File: src/rtl/xform_pkg.sv
// Shared types and widths for the transform-engine command scheduler.
package xform_pkg;

    localparam int ADDR_W = 6;
    localparam int DATA_W = 32;
    localparam int OP_W   = 4;

    typedef enum logic [OP_W-1:0] {
        OP_NOP   = 4'd0,
        OP_WRITE = 4'd1,
        OP_READ  = 4'd2,
        OP_START = 4'd3
    } op_e;

    typedef enum logic [2:0] {
        ST_IDLE,
        ST_ISSUE,
        ST_RDCAP,
        ST_WAIT_DONE,
        ST_ACK,
        ST_RESP
    } state_e;

    // Codes above OP_START are reserved and must never reach the engine.
    function automatic logic op_legal(input logic [OP_W-1:0] code);
        return (code <= OP_W'(OP_START));
    endfunction

endpackage

File: src/rtl/xform_cmd_sched_if.sv
// Requester command/response bus plus engine register/op bus.
// master: the environment (requesters and engine); slave: the scheduler.
interface xform_cmd_sched_if
    import xform_pkg::*;
#(
    parameter int NREQ = 2
);
    logic [NREQ-1:0]             req_valid;
    logic [NREQ-1:0]             req_ready;
    logic [NREQ-1:0][OP_W-1:0]   req_op;
    logic [NREQ-1:0][ADDR_W-1:0] req_addr;
    logic [NREQ-1:0][DATA_W-1:0] req_wdata;
    logic [NREQ-1:0]             rsp_valid;
    logic [DATA_W-1:0]           rsp_data;
    logic                        rsp_err;
    logic [ADDR_W-1:0]           addr;
    logic [DATA_W-1:0]           wdata;
    logic [OP_W-1:0]             op;
    logic                        int_ack;
    logic [DATA_W-1:0]           rdata;
    logic                        done_int;

    modport master (
        output req_valid, req_op, req_addr, req_wdata, rdata, done_int,
        input  req_ready, rsp_valid, rsp_data, rsp_err, addr, wdata, op, int_ack
    );

    modport slave (
        input  req_valid, req_op, req_addr, req_wdata, rdata, done_int,
        output req_ready, rsp_valid, rsp_data, rsp_err, addr, wdata, op, int_ack
    );

endinterface

File: src/rtl/rr_arbiter.sv
// Round-robin arbiter: grants the lowest requesting index at or above ptr,
// wrapping around; no grant when en is low.
module rr_arbiter #(
    parameter int NREQ  = 2,
    parameter int IDX_W = 1
) (
    input  logic [NREQ-1:0]  req,
    input  logic [IDX_W-1:0] ptr,
    input  logic             en,
    output logic [NREQ-1:0]  gnt,
    output logic [IDX_W-1:0] idx,
    output logic             vld
);
    int               cand;
    logic [IDX_W-1:0] cand_idx;

    // Scan candidates starting from the pointer; the first hit wins.
    always_comb begin
        gnt      = '0;
        idx      = '0;
        vld      = 1'b0;
        cand     = 0;
        cand_idx = '0;
        for (int i = 0; i < NREQ; i++) begin
            cand = int'(ptr) + i;
            if (cand >= NREQ) begin
                cand = cand - NREQ;
            end
            cand_idx = IDX_W'(cand);
            if (en && !vld && req[cand_idx]) begin
                vld           = 1'b1;
                idx           = cand_idx;
                gnt[cand_idx] = 1'b1;
            end
        end
    end

endmodule

File: src/rtl/xform_cmd_sched.sv
// Shares one transform engine among NREQ requesters: round-robin grant,
// one command in flight, engine bus sequencing, done/ack handshake with
// timeout, and a one-cycle response pulse back to the granted requester.
module xform_cmd_sched
    import xform_pkg::*;
#(
    parameter int NREQ    = 2,
    parameter int TIMEOUT = 1024,
    parameter int TO_W    = 11
) (
    input logic              clk,
    input logic              rst_b,
    xform_cmd_sched_if.slave bus
);
    localparam int IDX_W = (NREQ > 1) ? $clog2(NREQ) : 1;

    state_e             state_q, state_d;
    logic [IDX_W-1:0]   ptr_q, gidx_q, arb_idx, ptr_nxt;
    logic [NREQ-1:0]    arb_gnt;
    logic               arb_vld, arb_en;
    logic [OP_W-1:0]    cmd_op_q;
    logic [ADDR_W-1:0]  cmd_addr_q;
    logic [DATA_W-1:0]  cmd_wdata_q;
    logic [TO_W-1:0]    cnt_q;
    logic [DATA_W-1:0]  rsp_data_q;
    logic               rsp_err_q;
    logic               cmd_legal;
    logic               cnt_last;

    assign cmd_legal = op_legal(cmd_op_q);
    assign cnt_last  = (cnt_q == TO_W'(TIMEOUT - 1));
    assign ptr_nxt   = (arb_idx == IDX_W'(NREQ - 1)) ? '0 : arb_idx + 1'b1;

    rr_arbiter #(
        .NREQ  (NREQ),
        .IDX_W (IDX_W)
    ) u_arb (
        .req (bus.req_valid),
        .ptr (ptr_q),
        .en  (arb_en),
        .gnt (arb_gnt),
        .idx (arb_idx),
        .vld (arb_vld)
    );

    // State register.
    always_ff @(posedge clk or negedge rst_b) begin
        if (!rst_b) begin
            state_q <= ST_IDLE;
        end else begin
            state_q <= state_d;
        end
    end

    // Next-state logic; arbitration is only enabled while idle.
    always_comb begin
        state_d = state_q;
        arb_en  = 1'b0;
        unique case (state_q)
            ST_IDLE: begin
                arb_en = 1'b1;
                if (arb_vld) state_d = ST_ISSUE;
            end
            ST_ISSUE: begin
                if (!cmd_legal) begin
                    state_d = ST_RESP;
                end else begin
                    case (cmd_op_q)
                        OP_READ:  state_d = ST_RDCAP;
                        OP_START: state_d = ST_WAIT_DONE;
                        default:  state_d = ST_RESP;
                    endcase
                end
            end
            ST_RDCAP: state_d = ST_RESP;
            ST_WAIT_DONE: begin
                if (bus.done_int)  state_d = ST_ACK;
                else if (cnt_last) state_d = ST_RESP;
            end
            ST_ACK: begin
                if (!bus.done_int) state_d = ST_RESP;
            end
            ST_RESP: state_d = ST_IDLE;
            default: state_d = ST_IDLE;
        endcase
    end

    // Command latch, RR pointer, timeout counter and response registers.
    always_ff @(posedge clk or negedge rst_b) begin
        if (!rst_b) begin
            ptr_q       <= '0;
            gidx_q      <= '0;
            cmd_op_q    <= '0;
            cmd_addr_q  <= '0;
            cmd_wdata_q <= '0;
            cnt_q       <= '0;
            rsp_data_q  <= '0;
            rsp_err_q   <= 1'b0;
        end else begin
            if (arb_vld) begin
                ptr_q       <= ptr_nxt;
                gidx_q      <= arb_idx;
                cmd_op_q    <= bus.req_op[arb_idx];
                cmd_addr_q  <= bus.req_addr[arb_idx];
                cmd_wdata_q <= bus.req_wdata[arb_idx];
                rsp_data_q  <= '0;
                rsp_err_q   <= 1'b0;
            end
            if (state_q == ST_ISSUE) begin
                cnt_q <= '0;
                if (!cmd_legal) rsp_err_q <= 1'b1;
            end
            // Engine presents read data the cycle after the READ issue.
            if (state_q == ST_RDCAP) begin
                rsp_data_q <= bus.rdata;
            end
            if (state_q == ST_WAIT_DONE && !bus.done_int) begin
                if (cnt_last) rsp_err_q <= 1'b1;
                else          cnt_q     <= cnt_q + 1'b1;
            end
        end
    end

    // Outputs decoded from state; the engine sees NOP outside a legal issue.
    always_comb begin
        bus.req_ready = arb_gnt;
        bus.op        = OP_NOP;
        bus.addr      = '0;
        bus.wdata     = '0;
        bus.int_ack   = 1'b0;
        bus.rsp_valid = '0;
        bus.rsp_data  = '0;
        bus.rsp_err   = 1'b0;
        if (state_q == ST_ISSUE && cmd_legal) begin
            bus.op    = cmd_op_q;
            bus.addr  = cmd_addr_q;
            bus.wdata = cmd_wdata_q;
        end
        if (state_q == ST_ACK) begin
            bus.int_ack = 1'b1;
        end
        if (state_q == ST_RESP) begin
            bus.rsp_valid = NREQ'(1) << gidx_q;
            bus.rsp_data  = rsp_data_q;
            bus.rsp_err   = rsp_err_q;
        end
    end

endmodule

File: src/flat_wrapper.sv
// flat-port wrapper written by rule: the top's interface ports become plain ports
module xform_cmd_sched_flat import xform_pkg::*;
#(
    parameter int NREQ    = 2,
    parameter int TIMEOUT = 1024,
    parameter int TO_W    = 11
)
  (clk, rst_b, bus_req_valid, bus_req_op, bus_req_addr, bus_req_wdata, bus_rdata, bus_done_int, bus_req_ready, bus_rsp_valid, bus_rsp_data, bus_rsp_err, bus_addr, bus_wdata, bus_op, bus_int_ack);
  xform_cmd_sched_if #(.NREQ(NREQ)) bus_i ();
  input logic clk;
  input logic rst_b;
  input wire logic [$bits(bus_i.req_valid)-1:0] bus_req_valid;
  input wire logic [$bits(bus_i.req_op)-1:0] bus_req_op;
  input wire logic [$bits(bus_i.req_addr)-1:0] bus_req_addr;
  input wire logic [$bits(bus_i.req_wdata)-1:0] bus_req_wdata;
  input wire logic [$bits(bus_i.rdata)-1:0] bus_rdata;
  input wire logic [$bits(bus_i.done_int)-1:0] bus_done_int;
  output wire logic [$bits(bus_i.req_ready)-1:0] bus_req_ready;
  output wire logic [$bits(bus_i.rsp_valid)-1:0] bus_rsp_valid;
  output wire logic [$bits(bus_i.rsp_data)-1:0] bus_rsp_data;
  output wire logic [$bits(bus_i.rsp_err)-1:0] bus_rsp_err;
  output wire logic [$bits(bus_i.addr)-1:0] bus_addr;
  output wire logic [$bits(bus_i.wdata)-1:0] bus_wdata;
  output wire logic [$bits(bus_i.op)-1:0] bus_op;
  output wire logic [$bits(bus_i.int_ack)-1:0] bus_int_ack;
  assign bus_i.req_valid = bus_req_valid;
  assign bus_i.req_op = bus_req_op;
  assign bus_i.req_addr = bus_req_addr;
  assign bus_i.req_wdata = bus_req_wdata;
  assign bus_i.rdata = bus_rdata;
  assign bus_i.done_int = bus_done_int;
  assign bus_req_ready = bus_i.req_ready;
  assign bus_rsp_valid = bus_i.rsp_valid;
  assign bus_rsp_data = bus_i.rsp_data;
  assign bus_rsp_err = bus_i.rsp_err;
  assign bus_addr = bus_i.addr;
  assign bus_wdata = bus_i.wdata;
  assign bus_op = bus_i.op;
  assign bus_int_ack = bus_i.int_ack;
  xform_cmd_sched #(.NREQ(NREQ), .TIMEOUT(TIMEOUT), .TO_W(TO_W)) u_core (.clk(clk), .rst_b(rst_b), .bus(bus_i));
endmodule
File: config.mk
export PLATFORM = sky130hd
export DESIGN_NAME = xform_cmd_sched_flat
export DESIGN_NICKNAME = d
export VERILOG_FILES = /design/src/rtl/xform_pkg.sv /design/src/rtl/xform_cmd_sched_if.sv /design/src/rtl/rr_arbiter.sv /design/src/rtl/xform_cmd_sched.sv /design/src/flat_wrapper.sv
export SDC_FILE = /design/constraint.sdc
export NUM_CORES = 1
export LEC_CHECK = 0
export CAP_MARGIN = 25
export CORE_MARGIN = 10
export CORE_UTILIZATION = 47
export CTS_BUF_LIST = sky130_fd_sc_hd__clkbuf_4 sky130_fd_sc_hd__clkbuf_8
export DETAILED_ROUTE_END_ITERATION = 16
export PLACE_DENSITY = 0.87
export SYNTH_ARGS = -nofsm -noshare
export SYNTH_HDL_FRONTEND = slang
export SYNTH_SLANG_ARGS = --single-unit
File: constraint.sdc
create_clock -name clk -period 4.2 [get_ports clk]
set_input_delay 0.63 -clock clk [delete_from_list [all_inputs] [get_ports clk]]
set_output_delay 0.63 -clock clk [all_outputs]
set_load 0.02 [all_outputs]
==> impl_metrics.env <==
export IMPL_root_buffer="clkbuf_8"
export IMPL_tns_ns=0
export IMPL_core_area_mm2=0.00973
export IMPL_critPathMaxFanout=35
export IMPL_yosys_warnings=0
export IMPL_ys_seq_area_frac=0.487
export IMPL_clkTransAtPathRegs_ns=0.09
export IMPL_whs_ns=0.177
export IMPL_fin_cells=826
export IMPL_diodes=0
export IMPL_clock_latency_ns=0.35
export IMPL_hpwl_um=11000
export IMPL_grt_pass1_vias=4594
export IMPL_synth_most_common_cell="nand2_1"
export IMPL_multi_input_area_mm2=0.00223
export IMPL_cp_arrival_ns=2.75
export IMPL_num_vias=4332
export IMPL_max_freq_mhz=295
export IMPL_clock_sinks=91
export IMPL_io_pins=201
export IMPL_cts_buffers=9
export IMPL_start_kind="register"
export IMPL_max_slew_margin=0.340
export IMPL_rows=36
export IMPL_utilization=0.716
export IMPL_status="finished clean"
export IMPL_hp_class="in2async"
export IMPL_ys_async_sr_fraction=1.00
export IMPL_final_nets=810
export IMPL_synth_common_cells="nand2_1 (117), dfrtp_1 (91), o21ai_0 (80), mux2i_1 (45), and3_1 (39)"
export IMPL_drt_iter0_drc=225
export IMPL_port_buffers=198
export IMPL_cts_tree="yes"
export IMPL_rsz0062_at_grt="false"
export IMPL_tightest_slew_ns=0.990
export IMPL_leakagePower_nw=3.17
export IMPL_drc=0
export IMPL_initial_core_util=0.481
export IMPL_power_density_mw_per_mm2=516
export IMPL_synth_top_area_frac=0.487
export IMPL_peakVddDrop_mv=0.277
export IMPL_finalHoldViolCount=0
export IMPL_wl_um=14400
export IMPL_antenna_found_initial=0
export IMPL_synth_edf_count=0
export IMPL_gp_congestion=0.830
export IMPL_viasPerCell=5.24
export IMPL_fin_crit_sh=0.806
export IMPL_clock_skew_ns=0.0112
export IMPL_worstSetupEndpointType="output port"
export IMPL_cts_buffer_depth=2
export IMPL_chipHeight_um=120
export IMPL_yosysTopAreaCell="dfrtp_1"
export IMPL_required_ns=3.57
export IMPL_grtUsageTotal=0.197
export IMPL_drive_above_1_share=0.0491
export IMPL_synthTopCellsByArea="dfrtp_1 (49%), mux2i_1 (9.6%), nand2_1 (9.4%)"
export IMPL_globalRoute_totalOverflow=0
export IMPL_cts_resized=0
export IMPL_dieWidth_um=120
export IMPL_area_growth_pct=48.8
export IMPL_drtPass1Iterations=4
export IMPL_fill_cells=748
export IMPL_syn_area_per_cell_um2=9.12
export IMPL_grt_pass1_wl_um=23200
export IMPL_dieArea_mm2=0.0143
export IMPL_cts_hold_buf=0
export IMPL_post_drt_wl_per_cell_um=17.5
export IMPL_maxCapViolCount=0
export IMPL_synth_cells=513
export IMPL_antenna_left=0
export IMPL_synth_distinct_cells=45
export IMPL_grt_max_degree=83
export IMPL_synth_seq_cells=91
export IMPL_setup_viol=0
export IMPL_min_period_ns=3.38
export IMPL_ys_flop_type="dfrtp_1"
export IMPL_maxSlewViolCount=0
export IMPL_synth_area_mm2=0.00468
export IMPL_critical_path_class="reg2out"
export IMPL_h_tree_depth=3
export IMPL_seq_area_mm2=0.00228
export IMPL_postCtsSetupBuffers=0
export IMPL_dpl_cell_count=810
## logic make-up after synthesis
| family | synth area share |
|---|---|
| fa+ha+maj | 0.00267 |
| buf+inv | 0.0452 |
| flops | 0.487 |
| simple gates | 0.247 |
| mux | 0.0963 |
| compound gates | 0.121 |
| other cells | 0.000801 |
## stage by stage
| step | total power [mW] | setup WS [ns] | cell area, um^2 |
|---|---|---|---|
| after floorplan | 2.31 | 2.19 | 4680 |
| after global placement | 2.89 | 1.17 | 6720 |
| after detailed placement | 2.98 | 1.14 | 6750 |
| after CTS | 3.62 | 0.726 | 6960 |
| after global routing | 3.86 | 0.601 | 6960 |
| final | 3.59 | 0.816 | 6960 |
## flip-flops by register name, summed over array words and instances, names as in the netlist
signal	count
u_core.ptr_q	1
u_core.cmd_wdata_q	32
u_core.cmd_op_q	4
u_core.rsp_data_q	32
u_core.state_q	3
u_core.gidx_q	1
u_core.rsp_err_q	1
u_core.cnt_q	11
u_core.cmd_addr_q	6
## area by class of cell
cell class,count,area share
repair buffers,204,0.295
inverters,5,0.00269
well taps,133,0.0239
flip-flops and latches,91,0.327
clock inverters,5,0.0111
clock buffers,11,0.0199
multi-input cells,377,0.320
## power breakdown
part           switching (mW)  internal, mW
clock network           0.299         0.347
logic                   0.893         0.654
registers               0.204          1.19
total                    1.40          2.20
## path summary, 6_finish.rpt
kind	to	depth (start not counted)	startpoint	slack [ns]
max	bus_rsp_valid[1]	3	u_core.state_q[2]	0.82
min	u_core.cmd_wdata_q[16]	1	rst_b	0.18
max reg2reg	u_core.cnt_q[1]	5	u_core.cnt_q[0]	2.19
min reg2reg	u_core.cmd_op_q[1]	2	u_core.cmd_op_q[1]	0.48
max in group asynchronous	u_core.cnt_q[3]	2	rst_b	3.38
min in group clk	u_core.cmd_op_q[1]	2	u_core.cmd_op_q[1]	0.48
## layer usage
| metal | vias to the layer above | track usage | share of wire |
|---|---|---|---|
| li1 | 2090 | - | - |
| met1 | 2082 | 0.209 | 0.39 |
| met2 | 136 | 0.363 | 0.53 |
| met3 | 24 | 0.0595 | 0.063 |
| met4 | 0 | 0.0671 | 0.021 |
| met5 | - | 0 | 0 |
## worst max-delay path: stages (launching register included)
cell and delay [ns]:
dfrtp_1 0.62, and3b_1 0.89, and2_1 0.23, clkdlybuf4s50_1 0.65
## layout by cell type (no fill, tap or decap), types with 4 or more instances in the layout
cell,instances
clkdlybuf4s50_1,197
buf_4,5
nand2_1,117
o21ai_0,79
inv_1,5
nand3_1,8
mux2i_1,45
dfrtp_1,91
and2_1,35
clkbuf_8,9
nor2_1,4
and3_1,39
a21oi_1,6
Power figures use the tool's default switching activity.
==> variant: new RTL, same settings <==
`TO_W` is set to 11 in 2 places; all go to 22.
--- a/src/rtl/xform_cmd_sched.sv
+++ b/src/rtl/xform_cmd_sched.sv
@@ -7,5 +7,5 @@
     parameter int NREQ    = 2,
     parameter int TIMEOUT = 1024,
-    parameter int TO_W    = 11
+    parameter int TO_W    = 22
 ) (
     input logic              clk,
--- a/src/flat_wrapper.sv
+++ b/src/flat_wrapper.sv
@@ -4,5 +4,5 @@
     parameter int NREQ    = 2,
     parameter int TIMEOUT = 1024,
-    parameter int TO_W    = 11
+    parameter int TO_W    = 22
 )
   (clk, rst_b, bus_req_valid, bus_req_op, bus_req_addr, bus_req_wdata, bus_rdata, bus_done_int, bus_req_ready, bus_rsp_valid, bus_rsp_data, bus_rsp_err, bus_addr, bus_wdata, bus_op, bus_int_ack);
Behaviour: same outputs for any inputs over 10 cycles, from zero or initial values and one cycle with rst_b low; that may be too few to reach the edited logic, so the function may still have changed.
==> variant against the unedited design <==
Via count increased by 11%. Routed wire length increased by 15%. Sequential cell count increased by 11. Synthesized cell count increased by 11%. Total power increased by 1.0%. Setup slack got worse by 200 ps. Area after synthesis increased by 11%. Cell area increased by 7.0%. Critical path type unchanged. Largest cell class unchanged. Highest routed layer unchanged.
==> variant: results (changes against the unedited design) <==
DR iter-0 viols=360 (was 225); GR Util met3=5.619% (was 5.954%); share of cells above drive strength 1=5.214% (was 4.906%); largest net degree at the start of global routing=74 (was 83); Worst path top cell family by delay=buffers and inverters (was simple AND/OR/NAND/NOR gates); GRT Util Overall=20.39% (was 19.75%); routability cong.=0.8793 (was 0.8301); R2R depth=4 (was 5); Worst R2R Start=u_core.state_q[2] (was u_core.cnt_q[0]); Worst Path Arrival=2960 ps (was 2750 ps); met3 wire length=965 um (was 904 um); Top Registers=u_core.cmd_wdata_q: 32 flops, u_core.rsp_data_q: 32 flops, u_core.cnt_q: 22 flops (was u_core.cmd_wdata_q: 32 flops, u_core.rsp_data_q: 32 flops, u_core.cnt_q: 11 flops); crit path to=bus_wdata[3] (was bus_rsp_valid[1]); GRT met1 Usage=23.02% (was 20.94%); top area cells in the synthesized netlist=dfrtp_1, mux2i_1, nand2_1 (unchanged); FF-to-FF End=u_core.cnt_q[4] (was u_core.cnt_q[1]); Compound-Gate Fraction of Synth Area=10.49% (was 12.11%); met2 routed WL=8.813 mm (was 7.655 mm); slew margin rel.=38.87% (was 33.99%); Vias=4805 (was 4332); Worst Path Max Fanout=30 (was 35); fin nets=865 (was 810); Reg power frac=41.6% (was 38.9%); Crit path largest cell delay=610 ps (was 890 ps); DP HPWL=12.34 mm (was 11.01 mm); Yosys cell types=42 (was 45); worst reg2reg setup slack=1960 ps (was 2190 ps); maximum VDD drop=0.4394 mV (was 0.2773 mV); vias in the first global route=5002 (was 4594); Worst-Skew Late Latency=370 ps (was 350 ps); Psw=0.001487 W (was 0.001397 W); Cell Pwr Density=486.9 mW/mm2 (was 515.8 mW/mm2); mux cell area share after synthesis=10.42% (was 9.626%); status=completed (unchanged)
==> variant: cell type report <==
type / count / area, um2
Fill cell: 807 / 3390
Sequential cell: 102 / 2552
Multi-Input combinational cell: 417 / 2446
Timing Repair Buffer: 207 / 2079
Tap cell: 140 / 175.2
Clock buffer: 11 / 138.9
Clock inverter: 5 / 33.78
Inverter: 6 / 22.52
Antenna cell: 1 / 2.502
==> variant: stage by stage <==
step / cell area [um2] / util (%) / setup WS [ps] / cells
2_1_floorplan: 5192 / - / 2027 / 571
3_3_place_gp: 7241 / 66.79 / 1026 / 870
3_5_place_dp: 7261 / 66.98 / 902.4 / 871
4_1_cts: 7433 / 68.57 / 485.7 / 887
5_1_grt: 7451 / 68.73 / 439.4 / 889
6_report: 7451 / 68.73 / 614.6 / 889
